<file path="src/rtl/lock_controller_if.sv">
// Keypad / code-store side signals of the lock controller.
// The controller sits on the slave modport; the keypad/code store drives the master side.
interface lock_controller_if;
  logic       enter_i;
  logic [2:0] compare_i;
  logic       prog_req_i;
  logic [1:0] code_no_o;
  logic       program_o;
  logic       unlock_o;
  logic       alarm_o;

  modport master (
    output enter_i, compare_i, prog_req_i,
    input  code_no_o, program_o, unlock_o, alarm_o
  );

  modport slave (
    input  enter_i, compare_i, prog_req_i,
    output code_no_o, program_o, unlock_o, alarm_o
  );
endinterface

</file>
<file path="src/rtl/lock_controller.sv">
// Three-code keypad lock: checks codes against the store, opens for a fixed time,
// lets the user reprogram the codes while open, and locks out after repeated failures.
module lock_controller #(
  parameter int unsigned OPEN_CYCLES = 100,
  parameter int unsigned LOCK_CYCLES = 200,
  parameter int unsigned MAX_FAIL    = 3
) (
  input  logic             clk,
  input  logic             rst_n,
  lock_controller_if.slave bus_io
);

  localparam int unsigned TIMER_W = 16;
  localparam int unsigned FAIL_W  = 2;
  localparam int unsigned STATE_W = 4;

  localparam logic [STATE_W-1:0] S_CHK0    = 4'd0;
  localparam logic [STATE_W-1:0] S_CHK1    = 4'd1;
  localparam logic [STATE_W-1:0] S_CHK2    = 4'd2;
  localparam logic [STATE_W-1:0] S_OPEN    = 4'd3;
  localparam logic [STATE_W-1:0] S_PROG0   = 4'd4;
  localparam logic [STATE_W-1:0] S_PROG1   = 4'd5;
  localparam logic [STATE_W-1:0] S_PROG2   = 4'd6;
  localparam logic [STATE_W-1:0] S_WR0     = 4'd7;
  localparam logic [STATE_W-1:0] S_WR1     = 4'd8;
  localparam logic [STATE_W-1:0] S_WR2     = 4'd9;
  localparam logic [STATE_W-1:0] S_LOCKOUT = 4'd10;

  localparam logic [TIMER_W-1:0] OPEN_LOAD      = TIMER_W'(OPEN_CYCLES - 1);
  localparam logic [TIMER_W-1:0] LOCK_LOAD      = TIMER_W'(LOCK_CYCLES - 1);
  localparam logic [FAIL_W-1:0]  FAIL_LIMIT     = FAIL_W'(MAX_FAIL);
  localparam logic [FAIL_W:0]    FAIL_LIMIT_EXT = (FAIL_W + 1)'(MAX_FAIL);

  logic [STATE_W-1:0] state_q, state_d;
  logic [TIMER_W-1:0] timer_q, timer_d;
  logic [FAIL_W-1:0]  fail_q, fail_d;
  logic               enter_q;

  logic [1:0] code_no_q, code_no_d;
  logic       program_q, program_d;
  logic       unlock_q, unlock_d;
  logic       alarm_q, alarm_d;

  logic            event_c;
  logic            cmp_hit_c;
  logic            timer_zero_c;
  logic [FAIL_W:0] fail_inc_c;

  // An entry event is the rising edge of the enter level.
  assign event_c      = bus_io.enter_i & ~enter_q;
  assign timer_zero_c = (timer_q == '0);
  assign fail_inc_c   = {1'b0, fail_q} + (FAIL_W + 1)'(1);

  // Match flag for the slot checked by the current CHK state.
  always_comb begin
    cmp_hit_c = 1'b0;
    case (state_q)
      S_CHK0:  cmp_hit_c = bus_io.compare_i[0];
      S_CHK1:  cmp_hit_c = bus_io.compare_i[1];
      S_CHK2:  cmp_hit_c = bus_io.compare_i[2];
      default: cmp_hit_c = 1'b0;
    endcase
  end

  // Next state, timer and fail counter.
  always_comb begin
    state_d = state_q;
    timer_d = timer_q;
    fail_d  = fail_q;
    case (state_q)
      S_CHK0, S_CHK1, S_CHK2: begin
        if (event_c) begin
          if (cmp_hit_c) begin
            case (state_q)
              S_CHK0:  state_d = S_CHK1;
              S_CHK1:  state_d = S_CHK2;
              default: begin
                state_d = S_OPEN;
                timer_d = OPEN_LOAD;
                fail_d  = '0;
              end
            endcase
          end else if (fail_inc_c >= FAIL_LIMIT_EXT) begin
            state_d = S_LOCKOUT;
            timer_d = LOCK_LOAD;
            fail_d  = FAIL_LIMIT;
          end else begin
            state_d = S_CHK0;
            fail_d  = fail_inc_c[FAIL_W-1:0];
          end
        end
      end
      S_OPEN: begin
        // Expiry takes priority over a programming request in the same cycle.
        if (timer_zero_c) begin
          state_d = S_CHK0;
        end else begin
          timer_d = timer_q - TIMER_W'(1);
          if (event_c && bus_io.prog_req_i) begin
            state_d = S_PROG0;
          end
        end
      end
      S_PROG0: if (event_c) state_d = S_WR0;
      S_PROG1: if (event_c) state_d = S_WR1;
      S_PROG2: if (event_c) state_d = S_WR2;
      S_WR0:   state_d = S_PROG1;
      S_WR1:   state_d = S_PROG2;
      S_WR2:   state_d = S_CHK0;
      S_LOCKOUT: begin
        if (timer_zero_c) begin
          state_d = S_CHK0;
          fail_d  = '0;
        end else begin
          timer_d = timer_q - TIMER_W'(1);
        end
      end
      default: state_d = S_CHK0;
    endcase
  end

  // Outputs are decoded from the next state so they register alongside it.
  always_comb begin
    code_no_d = 2'd0;
    program_d = 1'b0;
    unlock_d  = 1'b0;
    alarm_d   = 1'b0;
    case (state_d)
      S_CHK1, S_PROG1: code_no_d = 2'd1;
      S_CHK2, S_PROG2: code_no_d = 2'd2;
      S_WR0: begin
        code_no_d = 2'd0;
        program_d = 1'b1;
      end
      S_WR1: begin
        code_no_d = 2'd1;
        program_d = 1'b1;
      end
      S_WR2: begin
        code_no_d = 2'd2;
        program_d = 1'b1;
      end
      S_OPEN:    unlock_d = 1'b1;
      S_LOCKOUT: alarm_d  = 1'b1;
      default:   code_no_d = 2'd0;
    endcase
  end

  always_ff @(posedge clk or negedge rst_n) begin
    if (!rst_n) begin
      state_q   <= S_CHK0;
      timer_q   <= '0;
      fail_q    <= '0;
      enter_q   <= 1'b0;
      code_no_q <= 2'd0;
      program_q <= 1'b0;
      unlock_q  <= 1'b0;
      alarm_q   <= 1'b0;
    end else begin
      state_q   <= state_d;
      timer_q   <= timer_d;
      fail_q    <= fail_d;
      enter_q   <= bus_io.enter_i;
      code_no_q <= code_no_d;
      program_q <= program_d;
      unlock_q  <= unlock_d;
      alarm_q   <= alarm_d;
    end
  end

  assign bus_io.code_no_o = code_no_q;
  assign bus_io.program_o = program_q;
  assign bus_io.unlock_o  = unlock_q;
  assign bus_io.alarm_o   = alarm_q;

endmodule
</file>
<file path="src/flat_wrapper.sv">
// flat-port wrapper written by rule: the top's interface ports become plain ports
module lock_controller_flat 
#(
  parameter int unsigned OPEN_CYCLES = 100,
  parameter int unsigned LOCK_CYCLES = 200,
  parameter int unsigned MAX_FAIL    = 3
)
  (clk, rst_n, bus_io_enter_i, bus_io_compare_i, bus_io_prog_req_i, bus_io_code_no_o, bus_io_program_o, bus_io_unlock_o, bus_io_alarm_o);
  lock_controller_if bus_io_i ();
  input  logic clk;
  input  logic rst_n;
  input wire logic [$bits(bus_io_i.enter_i)-1:0] bus_io_enter_i;
  input wire logic [$bits(bus_io_i.compare_i)-1:0] bus_io_compare_i;
  input wire logic [$bits(bus_io_i.prog_req_i)-1:0] bus_io_prog_req_i;
  output wire logic [$bits(bus_io_i.code_no_o)-1:0] bus_io_code_no_o;
  output wire logic [$bits(bus_io_i.program_o)-1:0] bus_io_program_o;
  output wire logic [$bits(bus_io_i.unlock_o)-1:0] bus_io_unlock_o;
  output wire logic [$bits(bus_io_i.alarm_o)-1:0] bus_io_alarm_o;
  assign bus_io_i.enter_i = bus_io_enter_i;
  assign bus_io_i.compare_i = bus_io_compare_i;
  assign bus_io_i.prog_req_i = bus_io_prog_req_i;
  assign bus_io_code_no_o = bus_io_i.code_no_o;
  assign bus_io_program_o = bus_io_i.program_o;
  assign bus_io_unlock_o = bus_io_i.unlock_o;
  assign bus_io_alarm_o = bus_io_i.alarm_o;
  lock_controller #(.OPEN_CYCLES(OPEN_CYCLES), .LOCK_CYCLES(LOCK_CYCLES), .MAX_FAIL(MAX_FAIL)) u_core (.clk(clk), .rst_n(rst_n), .bus_io(bus_io_i));
endmodule
</file>
<file path="config.mk">
export PLATFORM = sky130hd
export DESIGN_NAME = lock_controller_flat
export DESIGN_NICKNAME = d
export VERILOG_FILES = /design/src/rtl/lock_controller_if.sv /design/src/rtl/lock_controller.sv /design/src/flat_wrapper.sv
export SDC_FILE = /design/constraint.sdc
export NUM_CORES = 1
export LEC_CHECK = 0
export CORE_UTILIZATION = 25
export DETAILED_ROUTE_END_ITERATION = 10
export PLACE_DENSITY_LB_ADDON = 0.2
export SYNTH_ARGS = -nofsm -noshare
export SYNTH_HDL_FRONTEND = slang
export SYNTH_SLANG_ARGS = --single-unit
</file>
<file path="constraint.sdc">
create_clock -name clk -period 2.3 [get_ports clk]
set_clock_uncertainty 0.15 [all_clocks]
set_input_delay 0.575 -clock clk [delete_from_list [all_inputs] [get_ports clk]]
set_output_delay 0.575 -clock clk [all_outputs]
set_load 0.05 [all_outputs]
</file>
==> metrics.yaml <==
status:
  status: "completed"
yosys:
  synth.avg_cell_area_um2: 8.67
  synth_edf_count: 0
  ys_seq_elements: 28
  synthCells: 192
  ys.flop_type: "dfrtp_1"
  ys_types: 48
  syn-num-nets: 200
  syn_area_mm2: 0.00166
  async_flop_share_pct: 100
  synth-warning-count: 0
  yosysSeqAreaShare_pct: 42.1
clocking:
  cts.reportedPaths.clkPinSlew_ns: 0.10
  cts.sinks: 28
  hold_buffers: 0
  cts_buffers: 3
  cts_root_buffer: "clkbuf_8"
  cts_tree: "built"
  clk_path_buf_depth: 2
  clk_latency_ns: 0.28
  htreeDepth: 1
  post_cts_buffers: 0
sta:
  rsz0062_at_grt: "false"
  finalSetupViolations: 0
  setup_tns_ns: 0
  hold_slack_ns: 0.316
  max_slew_margin_pct: 66.9
  min_period_ns: 2.20
  fmax_ghz: 0.454
  drv_slew: 0
  worst_pin_slew_ns: 0.496
  setup_slack_ns: 0.0966
  finalCritPeriodShare_pct: 95.8
  hold_viol_final: 0
run:
  drv_cap: 0
routing:
  wl_per_cell_um: 14.2
  firstDrtPassIters: 4
  vias: 1592
  ant_nets: 0
  routed_wl_um: 4420
  avgViaCountPerCell: 5.10
  drt_first_iter_violations: 42
  drc: 0
floorplanning:
  core-area_mm2: 0.00639
  dieArea_mm2: 0.00699
  rows: 29
  die_h_um: 83.6
  pin_count: 12
  die_w_um: 83.6
  start_util_pct: 26.1
worst_setup_path:
  worstPathRequired_ns: 2.36
  cp-startpoint: "bus_io_compare_i[1]"
  start_kind: "input port"
  r2r_setup_slack_ns: 0.17
  setup.worst_path.class: "in -> reg"
  worstReg2RegEnd: "u_core.bus_io.unlock_o"
  critPathArrivalTime_ns: 2.27
  endpoint: "u_core.timer_q[5]"
  reg2reg_depth: 7
  worst-path-max-fanout: 7
  endpoint_kind: "flop"
  r2r-start: "u_core.timer_q[4]"
global_routing:
  grt_antenna_before_repair: 0
  grt_max_degree: 29
  grt.overflow.total: 0
  track_usage_pct: 13.5
  first_global_vias: 1602
  grt_pass1_wl_um: 7650
pwr:
  ir_drop_mv: 0.639
  netSwitchingFraction_pct: 42.7
  internal-power_mw: 1.47
  clockPowerShare_pct: 12.7
  power.total_mw: 2.56
  p_per_area_mw_per_mm2: 1150
  p_comb_share_pct: 53.2
  p_seq_share_pct: 34.2
  cellLeakagePower_nw: 0.935
  power.switching_mw: 1.09
place:
  place_ws_ns: -0.446
  port_buffers: 11
  gp_congestion: 0.839
  hpwl_um: 3140
cells_and_area:
  num-nets-final: 244
  diodes: 0
  drive_above_1_share_pct: 24.7
  fillers: 670
  syn_to_final_growth_pct: 34.2
  final_util_pct: 35.0
min_path:
  hold_path.class: "in -> reg"
==> how the worst min path moves through the flow <==
stage,from,endpoint,cells past startpoint
final,bus_io_enter_i,u_core.enter_q,1
after global routing,bus_io_enter_i,u_core.enter_q,1
after CTS,u_core.fail_q[0],u_core.fail_q[0],1
after detailed placement,u_core.fail_q[0],u_core.fail_q[0],1
after global placement,u_core.fail_q[0],u_core.fail_q[0],1
after floorplan,rst_n,u_core.bus_io.alarm_o,0
==> worst max-delay path, cell delays in order <==
cell             delay (ns)
clkdlybuf4s50_1        0.49
nand2_1                0.08
a21o_1                 0.22
a31o_4                 0.24
buf_4                  0.13
buf_4                  0.15
a2bb2o_1               0.24
a21oi_1                0.14
==> sequential cells by signal (all words and copies together) (netlist names) <==
register / cells
u_core.timer_q: 16
u_core.state_q: 4
u_core.bus_io.code_no_o: 2
u_core.fail_q: 2
u_core.bus_io.alarm_o: 1
u_core.bus_io.program_o: 1
u_core.bus_io.unlock_o: 1
u_core.enter_q: 1
==> power by group through the flow <==
stage	registers, mW	logic [mW]	clock network, mW
finish	0.874	1.36	0.324
global route	0.907	1.51	0.356
CTS	0.863	1.30	0.339
detailed placement	0.874	1.29	0
global placement	0.873	1.29	0
floorplan	0.906	0.731	0
==> metal layers <==
| metal | up-vias | global-route usage (%) | wire [um] |
|---|---|---|---|
| met5 | - | 0 | 0 |
| met4 | 0 | 2.31 | 19 |
| met3 | 2 | 2.37 | 134 |
| met2 | 20 | 22.4 | 2110 |
| met1 | 786 | 18.6 | 2150 |
| li1 | 784 | - | - |
==> per-stage QoR <==
stage                     instances  cell area [um^2]
after floorplan                 192              1660
after global placement          308              2100
after detailed placement        308              2100
after CTS                       312              2170
after global routing            312              2230
final                           312              2230
==> synthesized netlist by cell type, types with 2 or more instances <==
master    instances  area share, %
dfrtp_1          28             42
nor2_1           24            5.4
a21oi_1          15            4.5
nand2_1          15            3.4
nand2b_1         12            4.5
nor3_1            9            2.7
inv_1             7            1.6
o21ai_0           7            2.1
a31oi_1           6            2.3
xor2_1            6            3.2
nand3b_1          5            2.3
buf_2             4            1.2
nand3_1           4            1.2
and2_1            3            1.1
nor2b_1           3            1.1
o31ai_1           3            1.4
o41ai_1           3            1.6
or4_1             3            1.4
nor4_1            2           0.75
nor4b_1           2            1.1
o22a_1            2            1.1
or3_1             2           0.75
xnor2_1           2            1.1
==> logic make-up after synthesis <==
| group | Yosys count | synth area share, % |
|---|---|---|
| simple gates | 88 | 27.6 |
| compound gates | 52 | 20.9 |
| flops | 28 | 42.1 |
| buf+inv | 14 | 3.76 |
| xor+xnor | 8 | 4.21 |
| mux | 1 | 0.677 |
| fa+ha+maj | 1 | 0.752 |
==> cell type report <==
cell class,instances,area [um^2],share of cell area [%]
Multi-Input combinational cell,150,978,43.8
Sequential cell,28,702,31.4
Timing Repair Buffer,46,375,16.8
Tap cell,77,96.3,4.31
Clock buffer,4,55.1,2.46
Inverter,7,26.3,1.18
==> layout by cell type (no fill, tap or decap), types with 2 or more instances in the layout <==
| cell type | Yosys | layout |
|---|---|---|
| o22a_1 | 2 | 2 |
| nand3_1 | 4 | 4 |
| buf_4 | 1 | 35 |
| nor4b_2 | 0 | 2 |
| nand2b_1 | 12 | 12 |
| dfrtp_1 | 28 | 27 |
| a31oi_1 | 6 | 6 |
| o31ai_1 | 3 | 3 |
| xnor2_1 | 2 | 2 |
| nand2_1 | 15 | 14 |
| xor2_1 | 6 | 6 |
| nor3_1 | 9 | 9 |
| nor2_1 | 24 | 24 |
| inv_1 | 7 | 7 |
| clkbuf_8 | 0 | 4 |
| o21ai_0 | 7 | 5 |
| clkdlybuf4s50_1 | 0 | 10 |
| or4_1 | 3 | 2 |
| and2_1 | 3 | 2 |
| o41ai_1 | 3 | 2 |
| nand3b_1 | 5 | 5 |
| o21ai_1 | 1 | 2 |
| or3_1 | 2 | 2 |
| a21oi_1 | 15 | 15 |
==> timing repair <==
action                                  4_1_cts  5_1_grt
endpoints found under the setup margin        3       11
hold endpoints to repair                      0        0
pin swaps                                     1        4
gates resized for setup                       5       15
No activity file was read; power rests on OpenSTA's default activity.
